<file path="src/rtl/sort4_pkg.sv">
// rtl/sort4_pkg.sv - shared types and widths for the sort4 controller
package sort4_pkg;

   typedef enum logic [1:0] {
      LOAD,
      SORT,
      DRAIN
   } state_t;

   localparam int W          = 4;
   localparam int SWAP_CNT_W = 8;

endpackage

</file>
<file path="src/rtl/four_bit_comp.sv">
// rtl/four_bit_comp.sv - combinational magnitude comparator
module four_bit_comp
   import sort4_pkg::*;
(
   input  logic [W-1:0] a,
   input  logic [W-1:0] b,
   output logic         g,
   output logic         e,
   output logic         s
);

   assign g = (a > b);
   assign e = (a == b);
   assign s = (a < b);

endmodule

</file>
<file path="src/rtl/sort4_ctrl.sv">
// rtl/sort4_ctrl.sv - load / in-place bubble sort / drain controller
// sharing a single four_bit_comp comparator
module sort4_ctrl
   import sort4_pkg::*;
#(
   parameter int N       = 4,
   parameter bit DESCEND = 1'b0
)
(
   input  logic                  clk,
   input  logic                  rst,
   input  logic                  in_valid,
   output logic                  in_ready,
   input  logic [W-1:0]          in_data,
   output logic                  out_valid,
   input  logic                  out_ready,
   output logic [W-1:0]          out_data,
   output logic                  out_last,
   output logic                  busy,
   output logic [SWAP_CNT_W-1:0] swap_count
);

   // One spare bit so every index counter can address the whole power-of-two store
   localparam int IW    = $clog2(N) + 1;
   localparam int DEPTH = 1 << IW;

   state_t                  state, state_n;
   logic [IW-1:0]           idx, idx_n;
   logic [IW-1:0]           i, i_n;
   logic [IW-1:0]           p, p_n;
   logic                    swapped, swapped_n;
   logic [SWAP_CNT_W-1:0]   swap_cnt, swap_cnt_n;
   logic [W-1:0]            mem   [DEPTH];
   logic [W-1:0]            mem_n [DEPTH];

   logic [IW-1:0]           i_next;
   logic                    cmp_g, cmp_e, cmp_s;
   logic                    do_swap;

   assign i_next = i + 1'b1;

   four_bit_comp u_comp (
      .a (mem[i]),
      .b (mem[i_next]),
      .g (cmp_g),
      .e (cmp_e),
      .s (cmp_s)
   );

   // Equal neighbours never exchange, which keeps the sort stable
   assign do_swap = (state == SORT) && !cmp_e && (DESCEND ? cmp_s : cmp_g);

   always_comb begin
      state_n    = state;
      idx_n      = idx;
      i_n        = i;
      p_n        = p;
      swapped_n  = swapped;
      swap_cnt_n = swap_cnt;
      mem_n      = mem;

      case (state)
         LOAD: begin
            if (in_valid) begin
               mem_n[idx] = in_data;
               idx_n      = idx + 1'b1;
               if (idx == IW'(N - 1)) begin
                  state_n    = SORT;
                  idx_n      = '0;
                  i_n        = '0;
                  p_n        = '0;
                  swapped_n  = 1'b0;
                  swap_cnt_n = '0;
               end
            end
         end

         SORT: begin
            if (do_swap) begin
               mem_n[i]      = mem[i_next];
               mem_n[i_next] = mem[i];
               swapped_n     = 1'b1;
               if (swap_cnt != '1) begin
                  swap_cnt_n = swap_cnt + 1'b1;
               end
            end
            if (i == IW'(N - 2)) begin
               // A swap on the final compare still counts toward this pass
               if (!(swapped || do_swap) || (p == IW'(N - 2))) begin
                  state_n = DRAIN;
                  idx_n   = '0;
               end else begin
                  p_n       = p + 1'b1;
                  i_n       = '0;
                  swapped_n = 1'b0;
               end
            end else begin
               i_n = i_next;
            end
         end

         DRAIN: begin
            if (out_ready) begin
               if (idx == IW'(N - 1)) begin
                  state_n = LOAD;
                  idx_n   = '0;
               end else begin
                  idx_n = idx + 1'b1;
               end
            end
         end

         default: state_n = LOAD;
      endcase
   end

   always_ff @(posedge clk) begin
      if (rst) begin
         state    <= LOAD;
         idx      <= '0;
         i        <= '0;
         p        <= '0;
         swapped  <= 1'b0;
         swap_cnt <= '0;
         for (int k = 0; k < DEPTH; k++) begin
            mem[k] <= '0;
         end
      end else begin
         state    <= state_n;
         idx      <= idx_n;
         i        <= i_n;
         p        <= p_n;
         swapped  <= swapped_n;
         swap_cnt <= swap_cnt_n;
         mem      <= mem_n;
      end
   end

   assign in_ready   = (state == LOAD);
   assign busy       = (state == SORT);
   assign out_valid  = (state == DRAIN);
   assign out_data   = out_valid ? mem[idx] : '0;
   assign out_last   = out_valid && (idx == IW'(N - 1));
   assign swap_count = swap_cnt;

endmodule

</file>
<file path="config.mk">
export PLATFORM = sky130hd
export DESIGN_NAME = sort4_ctrl
export DESIGN_NICKNAME = d
export VERILOG_FILES = /design/src/rtl/sort4_pkg.sv /design/src/rtl/four_bit_comp.sv /design/src/rtl/sort4_ctrl.sv
export SDC_FILE = /design/constraint.sdc
export NUM_CORES = 1
export LEC_CHECK = 0
export CORE_MARGIN = 8
export CORE_UTILIZATION = 25
export DETAILED_ROUTE_END_ITERATION = 8
export RECOVER_POWER = 50
export SLEW_MARGIN = 25
export SYNTH_ARGS = -nofsm -noshare
export SYNTH_HDL_FRONTEND = slang
export SYNTH_SLANG_ARGS = --single-unit
</file>
<file path="constraint.sdc">
create_clock -name clk -period 10.5 [get_ports clk]
set_input_delay 2.625 -clock clk [delete_from_list [all_inputs] [get_ports clk]]
set_output_delay 2.625 -clock clk [all_outputs]
set_load 0.05 [all_outputs]
</file>
==> impl_metrics.py <==
metrics = {
    "finish": {
        "area_growth_pct": 11.3,
        "fin_nets": 488,
        "drive_gt1_share_pct": 13.8,
        "num_antenna_cells": 0,
        "design_area_um2": 4560,
    },
    "timing": {
        "worst_slew_pin_slew_ns": 1.97,
        "tns_ns": 0,
        "worst_clock_skew_ns": 0.00586,
        "clock.fmax_ghz": 0.163,
        "slew_headroom_pct": -31.2,
        "timing.final.crit_share_pct": 58.4,
        "fin_crit_ns": 6.13,
        "slew_viol_final": 37,
        "final-hold-violation-count": 0,
        "setup_viol": 0,
        "grt_setup_unrepaired": "no",
    },
    "synthesis": {
        "synth_largest_area_cell": "dfxtp_1",
        "synthesis.area_um2": 4100,
        "netlist.area_leader.share_pct": 25.4,
        "synth-async-reset-ratio_pct": 0,
        "synth-edff-count": 0,
        "synthTopCellsByArea": "dfxtp_1, mux4_2, a221oi_1",
        "synth_nets": 485,
        "yosysSeqAreaShare_pct": 25.4,
        "synth_ff_type": "dfxtp_1",
        "synth-seq-cells": 52,
        "syn_area_per_cell_um2": 8.78,
        "yosysWarnings": 0,
        "ys_types": 73,
        "syn-instance-count": 467,
    },
    "power_and_ir_drop": {
        "switching_share_pct": 28.1,
        "power_density_nw_per_um2": 114,
        "seq_power_share_pct": 41.0,
        "leakage_nw": 1.57,
        "p_int_w": 0.000373,
        "p_clk_share_pct": 41.2,
        "vdd_drop_max_mv": 0.0649,
        "comb_power_share_pct": 17.8,
        "power_switching_w": 0.000146,
    },
    "clocking": {
        "root_buffer": "clkbuf_16",
        "cts_tree": "yes",
        "clk_pin_slew_ns": 0.07,
        "cts_buffers": 5,
        "cts_max_path_buffers": 2,
        "cts_resized": 0,
        "clock_latency_ns": 0.30,
        "clock_sinks": 52,
        "cts_hold_buf": 0,
        "post_cts_buffers": 0,
        "ctsHtreeMaxLevel": 2,
    },
    "run": {
        "maxCapViolCount": 1,
    },
    "critical_path": {
        "end_kind": "flop",
        "crit_start": "i[0]$_SDFFE_PP0P_",
        "slowest_stage": "clkbuf_1",
        "cpPeakStageDelay_ns": 1.40,
        "path_max_fanout": 36,
        "crit_arrival_ns": 6.34,
        "crit_required_ns": 10.71,
        "r2r_setup_slack_ns": 4.37,
        "path_cells": "clkbuf_1 -> inv_1 -> ha_1 -> nand2b_1 -> o22ai_1 -> a21o_1 -> inv_1 -> ha_1 -> and3_1 -> a21o_1 -> o21ai_0 -> clkbuf_1 -> and2_0 -> nand2_1 -> o32ai_1",
        "path_buf_inv": 4,
        "worstSetupPathType": "reg2reg",
        "rr_startpoint": "i[0]$_SDFFE_PP0P_",
        "start_kind": "flop",
        "crit_family": "buffers and inverters",
    },
    "status": {
        "violations": "max-capacitance violations, max-slew violations",
        "status": "finished with violations",
    },
    "floorplanning": {
        "rows": 47,
        "io_pins": 24,
        "dieHeight_um": 144,
        "initial_utilization_pct": 25.2,
        "dieWidth_um": 144,
        "coreArea_um2": 16300,
        "fp.dieArea_um2": 20800,
    },
    "detailed_routing": {
        "wl_mm": 12.9,
        "drt-initial-drc-count": 374,
        "first_pass_iters": 5,
        "drc": 0,
        "wl_per_cell_um": 18.8,
        "ant_nets": 0,
        "via_count": 3864,
        "viasPerCell": 5.60,
    },
    "placement": {
        "place_congestion": 0.861,
        "portBuffers": 23,
        "placed_area_um2": 4400,
        "dpl.hpwl_mm": 9.28,
    },
    "global_routing": {
        "grt-ovfl-total": 0,
        "antenna_found_initial": 0,
        "grt_pass1_vias": 3754,
        "grt_max_degree": 50,
        "grt_pass1_wl_mm": 20.3,
        "track_usage_pct": 12.4,
    },
    "hold_path": {
        "hold_start": "p[0]$_SDFFE_PP0P_",
        "hp-class": "reg2reg",
    },
}
[worst paths after layout]
path                           to  cells after the start
min reg2reg     p[0]$_SDFFE_PP0P_                      2
max          mem[26]$_SDFFE_PP0P_                     15
min             p[0]$_SDFFE_PP0P_                      2
max reg2reg  mem[26]$_SDFFE_PP0P_                     15
[kinds of logic after synthesis]
group                      Yosys count  share of synthesized area (%)
buffers and inverters               58                           8.69
xor gates and xnor gates             6                           1.92
DFF                                 52                           25.4
muxes                               35                           12.1
AOI/OAI and AO/OA                  137                           26.9
and+or+nand+nor                    169                           21.9
adders and majority gates           10                           3.05
[cells in the final DEF (no fill, tap or decap), drive strengths merged, types with 4 or more instances in the layout]
cell type / instances
a211oi: 5
mux4: 11
inv: 22
o31a: 9
nand2b: 10
a21oi: 20
buf: 5
nor2b: 4
a21o: 7
a221o: 5
ha: 10
nor3: 15
nand3b: 4
nor3b: 10
mux2i: 18
xnor2: 5
dfxtp: 52
or3: 4
mux2: 6
nor2: 40
o22ai: 4
o21ai: 18
and2: 6
nand3: 19
clkdlybuf4s50: 14
nand2: 45
clkbuf: 7
o32ai: 9
a221oi: 31
dlygate4sd3: 9
o31ai: 9
[power by group through the flow]
| stage | Combinational, W | Clock, W | Sequential, W |
|---|---|---|---|
| floorplan | 0.0000728 | 0 | 0.000211 |
| global placement | 0.0000893 | 0 | 0.000217 |
| detailed placement | 0.0000913 | 0 | 0.000217 |
| CTS | 0.0000918 | 0.000217 | 0.000212 |
| global route | 0.0000990 | 0.000225 | 0.000213 |
| finish | 0.0000925 | 0.000214 | 0.000213 |
[worst reg2reg max path, stage by stage, from the launching register on]
cell and delay [ns]:
dfxtp_1 0.31, clkbuf_1 1.40, inv_1 0.42, ha_1 0.69, nand2b_1 0.31, o22ai_1 0.26
a21o_1 0.35, inv_1 0.09, ha_1 0.31, and3_1 0.24, a21o_1 0.20, o21ai_0 0.38
clkbuf_1 0.41, and2_0 0.45, nand2_1 0.10, o32ai_1 0.12
[registers in the layout, indices dropped and copies added (netlist names)]
register,flops
i,3
idx,3
mem,32
p,3
state,2
swap_count,8
swapped,1
[routing by layer]
layer / up-vias / track usage (%) / wire [µm]
met5: - / 0 / 0
met4: 0 / 4.15 / 294
met3: 25 / 3.00 / 1180
met2: 204 / 19.7 / 5880
met1: 1859 / 16.1 / 5590
li1: 1776 / - / -
[area by class of cell]
type	instances	area, µm²
Timing Repair Buffer	30	275
Sequential cell	52	1040
Inverter	24	90.1
Tap cell	220	275
Multi-Input combinational cell	357	2700
Clock buffer	5	125
Clock inverter	2	60.1
Fill cell	1729	11700
[metrics by stage]
stage	worst slack, ns	instances	hold slack [ns]	total power (W)	util (%)
floorplan	5.77	467	0.458	0.000284	-
global placement	5.15	683	0.477	0.000306	27.0
detailed placement	5.04	683	0.496	0.000308	27.0
CTS	4.73	690	0.507	0.000521	28.1
global route	3.79	690	0.517	0.000538	28.0
finish	4.37	690	0.506	0.000519	28.0
[cells in the mapped netlist, drive strengths merged (2+ instances only)]
| cell | n |
|---|---|
| mux4 | 11 |
| clkbuf | 19 |
| o32ai | 9 |
| a221o | 5 |
| inv | 22 |
| nand2 | 45 |
| nor2 | 40 |
| and3 | 3 |
| nand3b | 4 |
| dfxtp | 52 |
| o31a | 9 |
| xnor2 | 5 |
| a31oi | 3 |
| ha | 10 |
| a22o | 3 |
| clkinv | 2 |
| nor3b | 10 |
| and2 | 6 |
| a211oi | 5 |
| a21o | 7 |
| or2 | 2 |
| or3 | 4 |
| buf | 14 |
| nand2b | 10 |
| o21ai | 18 |
| a22oi | 3 |
| a31o | 3 |
| nor2b | 4 |
| o211a | 2 |
| nor3 | 15 |
| o22ai | 4 |
| nand3 | 19 |
| o31ai | 9 |
| mux2 | 6 |
| a221oi | 31 |
| a21oi | 20 |
| o211ai | 2 |
| mux2i | 18 |
Note: power is estimated with default switching activity, not from simulation.
